==> config.mk <==
export PLATFORM = sky130hd
export DESIGN_NAME = mem_to_fifo_ctrl
export DESIGN_NICKNAME = d
export VERILOG_FILES = /design/src/rtl/mem_to_fifo_ctrl.sv
export SDC_FILE = /design/constraint.sdc
export NUM_CORES = 1
export LEC_CHECK = 0
export CAP_MARGIN = 10
export CORE_ASPECT_RATIO = 2
export CORE_MARGIN = 2
export CORE_UTILIZATION = 47
export DETAILED_ROUTE_END_ITERATION = 7
export GPL_TIMING_DRIVEN = 0
export PLACE_DENSITY = 0.81
export SLEW_MARGIN = 20
export SYNTH_ARGS = -nofsm -noshare
export SYNTH_HDL_FRONTEND = slang
export SYNTH_SLANG_ARGS = --single-unit
export TNS_END_PERCENT = 10
==> constraint.sdc <==
create_clock -name clk_mem -period 2.1 [get_ports clk_mem]
set_input_delay 0.63 -clock clk_mem [delete_from_list [all_inputs] [get_ports clk_mem]]
set_output_delay 0.63 -clock clk_mem [all_outputs]
set_load 0.01 [all_outputs]
==> src/rtl/mem_to_fifo_ctrl.sv <==
// mem_to_fifo_ctrl: copies NUM_WORDS ROM words starting at BASE_ADDR into a
// downstream FIFO. Define MEM_TO_FIFO_LOOP_EN to stream passes until restart.
module mem_to_fifo_ctrl #(
    parameter int                DATA_W    = 8,
    parameter int                ADDR_W    = 4,
    parameter logic [ADDR_W-1:0] BASE_ADDR = '0,
    parameter int                NUM_WORDS = 4
) (
    input  logic              clk_mem,
    input  logic              reset,
    input  logic              start,
    input  logic              restart,
    input  logic [DATA_W-1:0] rom_data,
    input  logic              fifo_full,
    output logic [ADDR_W-1:0] rom_addr,
    output logic              rom_re,
    output logic              rom_ce,
    output logic              fifo_wr,
    output logic [DATA_W-1:0] fifo_wdata,
    output logic              busy,
    output logic              done,
    output logic [ADDR_W:0]   word_count
);

    localparam int CW = ADDR_W + 1;

    localparam logic [ADDR_W-1:0] LAST_IDX = ADDR_W'(NUM_WORDS - 1);
    localparam logic [ADDR_W-1:0] IDX_ONE  = ADDR_W'(1);
    localparam logic [CW-1:0]     CNT_ONE  = CW'(1);

    typedef enum logic [2:0] {
        S_IDLE,
        S_READ,
        S_CAPTURE,
        S_WRITE,
        S_DONE
    } state_t;

    state_t              state_q;
    logic [ADDR_W-1:0]   idx_q;
    logic [ADDR_W-1:0]   rom_addr_q;
    logic                rom_re_q;
    logic                rom_ce_q;
    logic [DATA_W-1:0]   wdata_q;
    logic                busy_q;
    logic                done_q;
    logic [CW-1:0]       cnt_q;

    logic                wr_ok_d;
    logic                last_d;
    logic [ADDR_W-1:0]   idx_d;
    logic [ADDR_W-1:0]   next_addr_d;
    logic [CW-1:0]       cnt_d;

    // Write handshake plus the index/address/count of the following word.
    always_comb begin
        wr_ok_d     = (state_q == S_WRITE) && !fifo_full && !restart;
        last_d      = (idx_q == LAST_IDX);
        idx_d       = last_d ? '0 : idx_q + IDX_ONE;
        next_addr_d = BASE_ADDR + idx_d;
        cnt_d       = cnt_q + CNT_ONE;
    end

    // Transfer sequencer; every output except fifo_wr is registered here.
    always_ff @(posedge clk_mem or posedge reset) begin
        if (reset) begin
            state_q    <= S_IDLE;
            idx_q      <= '0;
            rom_addr_q <= '0;
            rom_re_q   <= 1'b0;
            rom_ce_q   <= 1'b0;
            wdata_q    <= '0;
            busy_q     <= 1'b0;
            done_q     <= 1'b0;
            cnt_q      <= '0;
        end else begin
            rom_re_q <= 1'b0;
`ifdef MEM_TO_FIFO_LOOP_EN
            done_q   <= 1'b0;
`endif
            if (restart) begin
                state_q  <= S_IDLE;
                idx_q    <= '0;
                cnt_q    <= '0;
                rom_ce_q <= 1'b0;
                busy_q   <= 1'b0;
                done_q   <= 1'b0;
            end else begin
                case (state_q)
                    S_IDLE, S_DONE: begin
                        if (start) begin
                            state_q    <= S_READ;
                            idx_q      <= '0;
                            cnt_q      <= '0;
                            rom_addr_q <= BASE_ADDR;
                            rom_re_q   <= 1'b1;
                            rom_ce_q   <= 1'b1;
                            busy_q     <= 1'b1;
                            done_q     <= 1'b0;
                        end
                    end
                    S_READ: begin
                        state_q <= S_CAPTURE;
                    end
                    S_CAPTURE: begin
                        wdata_q <= rom_data;
                        state_q <= S_WRITE;
                    end
                    S_WRITE: begin
                        if (wr_ok_d) begin
                            state_q    <= S_READ;
                            idx_q      <= idx_d;
                            cnt_q      <= cnt_d;
                            rom_addr_q <= next_addr_d;
                            rom_re_q   <= 1'b1;
                            if (last_d) begin
`ifdef MEM_TO_FIFO_LOOP_EN
                                cnt_q    <= '0;
                                done_q   <= 1'b1;
`else
                                state_q  <= S_DONE;
                                rom_re_q <= 1'b0;
                                busy_q   <= 1'b0;
                                done_q   <= 1'b1;
`endif
                            end
                        end
                    end
                    default: begin
                        state_q <= S_IDLE;
                    end
                endcase
            end
        end
    end

    assign rom_addr   = rom_addr_q;
    assign rom_re     = rom_re_q;
    assign rom_ce     = rom_ce_q;
    assign fifo_wr    = wr_ok_d;
    assign fifo_wdata = wdata_q;
    assign busy       = busy_q;
    assign done       = done_q;
    assign word_count = cnt_q;

endmodule

==> run metrics <==
status=completed; final hold violation count=0; Tmin final=2010 ps; commonest non-fill, non-tap cell in the layout=clkdlybuf4s50_1; Util after Layout=69.4%; root buffer cell=clkbuf_8; Post-synth EDFFs=0; htree depth=1; first-pass GRT wire length=4.99 mm; Die Area=3190 µm²; half-perimeter wire length after placement=2.12 mm; vias post-DR=1057; # diodes=0; buffers plus inverters on the worst setup path=3; Worst Hold Launch=rom_addr[0]$_DFFE_PP0P_; Starting Density=50.0%; via count of the first global-routing pass=1118; Worst R2R Path Depth=5; Critical Path AT=1380 ps; R2R Path End=busy$_DFFE_PP0P_; crit-path max cell delay=200 ps; MaxCap Viol Count=0; CP Class=in2out; CP max-delay cell=nand4bb_4; CTS clk-pin slew, worst paths=100 ps; GRT Resource Usage Total=22.1%; area delta synth->final=38.8%; CP Data Required Time=1470 ps; flops & latches, synth=28; Max Slew Vio Count=0; setup TNS=0 ps; Worst Hold Path Cells=1; Async SR Flop Fraction=100%; Clock Skews=10.5 ps; Remaining DRCs=0; Synth Flop Type=dfrtp_1; CP cell instances=buf_2 -> nand4bb_4 -> nand2b_4 -> inv_1 -> buf_2; crit-path max FO=6; largest net degree at the start of global routing=29; Nets=172; Tightest Pin Transition=695 ps; CP top delay family=buffers and inverters; Core Rows=26; register area share after synthesis=54.5%; cells after synthesis=113; worst r2r src=idx_q[0]$_DFFE_PP0P_; area of the mapped netlist=1280 µm²; CP Capture Type=output port; crit path launch type=input pin; most used cell, CP=buf_2; Lkg Pwr=0.788 nW; Relative slew margins=53.5%; PwrDens=804 nW/µm²; worst min path class=reg2reg; deepest clock path buffer count=2; Die H=77.9 µm; DR pass1 iterations=4; RSZ-0062 raised after global routing=false; drt wl/cell=15.9 µm; Worst-Skew Late Latency=280 ps; placed inst area=1660 µm²; Port Buffers=34; synth unique cells=37; Yosys warnings=0; most frequent cells in the layout=31 x clkdlybuf4s50_1, 27 x dfrtp_1, 10 x o21ai_0, 8 x nor2_1, 8 x mux2_2; FF-to-FF setup slack=300 ps; Sink Count=28; peak supply drop=0.643 mV; IO Count=35; Initial DRC Count=56; Routed Antenna Nets=0; total gr overflow=0; CTS Hold Buffers Added=0; Placer Congestion=0.851; Die Width=41.0 µm; Post-Syn Area per Cell=11.4 µm²; Final Cycle Share=95.7%; via-per-instance ratio=5.74; initial antenna violation count=0; DRT Wirelength=2.93 mm; proportion of layout cells with a drive suffix above 1=20.5%; core box area=2570 µm²; CTS tree=yes; CTS Buf Count=3; Post-Syn Nets=128; max frequency=498 MHz; Finished Cell Area=1780 µm²; Worst Hold End=rom_addr[0]$_DFFE_PP0P_; setup violators final=0
-- cell usage after synthesis (2+ instances only) --
master    instances  share of area (%)
nand2b_1          2               0.97
nand3_1           2               0.78
nand2_1           5                1.5
nand3b_1          3                1.8
dfrtp_1          28                 55
inv_1             6                1.8
nor2_1            8                2.3
ha_1              2                1.9
nor2b_1           2               0.97
o21ai_0          10                3.9
a21oi_1           6                2.3
mux2_2            8                7.0
nor3_1            3                1.2
a21o_1            2                1.2
o31ai_1           3                1.8
or4_1             2                1.2
-- metal layers --
layer	share of wire (%)	global-route usage (%)	wire, µm	vias up
li1	-	-	-	489
met1	37	24.5	1090	515
met2	56	38.8	1630	46
met3	5.3	3.43	154	7
met4	2.0	7.67	60	0
met5	0	0	0	-
-- stage by stage --
step	std cells	hold slack [ps]	power, mW	setup slack (ps)
floorplan	113	501	0.812	213
global placement	175	463	0.997	-1030
detailed placement	175	478	1.01	-1070
CTS	182	501	1.44	41.1
global route	184	527	1.50	19.3
finish	184	498	1.43	90.6
-- flip-flops by register name, summed over array words and instances, names as in the netlist --
| name | cells |
|---|---|
| fifo_wdata | 8 |
| done | 1 |
| word_count | 5 |
| rom_ce | 1 |
| busy | 1 |
| state_q | 3 |
| idx_q | 4 |
| rom_re | 1 |
| rom_addr | 4 |
-- worst reg2reg max path: stages (launching register included) --
cell and delay, ps:
dfrtp_1 420, ha_1 240, nor3b_1 610, nand2_1 160, a21oi_1 190, nor2_1 50
-- cell families (layout without fill, tap and decap cells) --
group,count (synthesis),in the layout,synth area share [%]
compound gates,26,26,12.1
xor+xnor,1,1,0.682
fa+ha+maj,2,2,1.95
buf+inv,9,52,3.31
flops,28,28,54.5
mux,9,9,7.89
simple gates,38,38,19.6
-- timing repair --
action	CTS	global route
setup buffers	3	2
pin swaps	1	0
gates cloned	0	0
gates resized for setup	14	0
endpoints found under the setup margin	1	1
-- power by group --
group | total, mW | leakage [nW] | switching (mW) | internal, mW
clock network | 0.425 | 0.0357 | 0.169 | 0.256
registers | 0.650 | 0.368 | 0.0379 | 0.612
logic | 0.359 | 0.384 | 0.146 | 0.214
-- final cells by class --
type                    count  area [µm²]
plain buffers               3        20.0
clock buffers               3        41.3
clock inverters             1        30.0
fillers                   178         787
inverters                   6        22.5
multi-input cells          76         566
flip-flops and latches     28         702
well taps                  28        35.0
repair buffers             39         367
-- worst max-delay path by stage --
stage          slack [ps]                      end    start  cells past startpoint
4_1_cts                40  rom_addr[2]$_DFFE_PP0P_    start                      5
5_1_grt                20                  fifo_wr  restart                      5
6_report               90                  fifo_wr  restart                      5
3_5_place_dp        -1070                  fifo_wr  restart                      5
2_1_floorplan         210                  fifo_wr  restart                      3
3_3_place_gp        -1030                  fifo_wr  restart                      5
No activity file was read; power rests on OpenSTA's default activity.
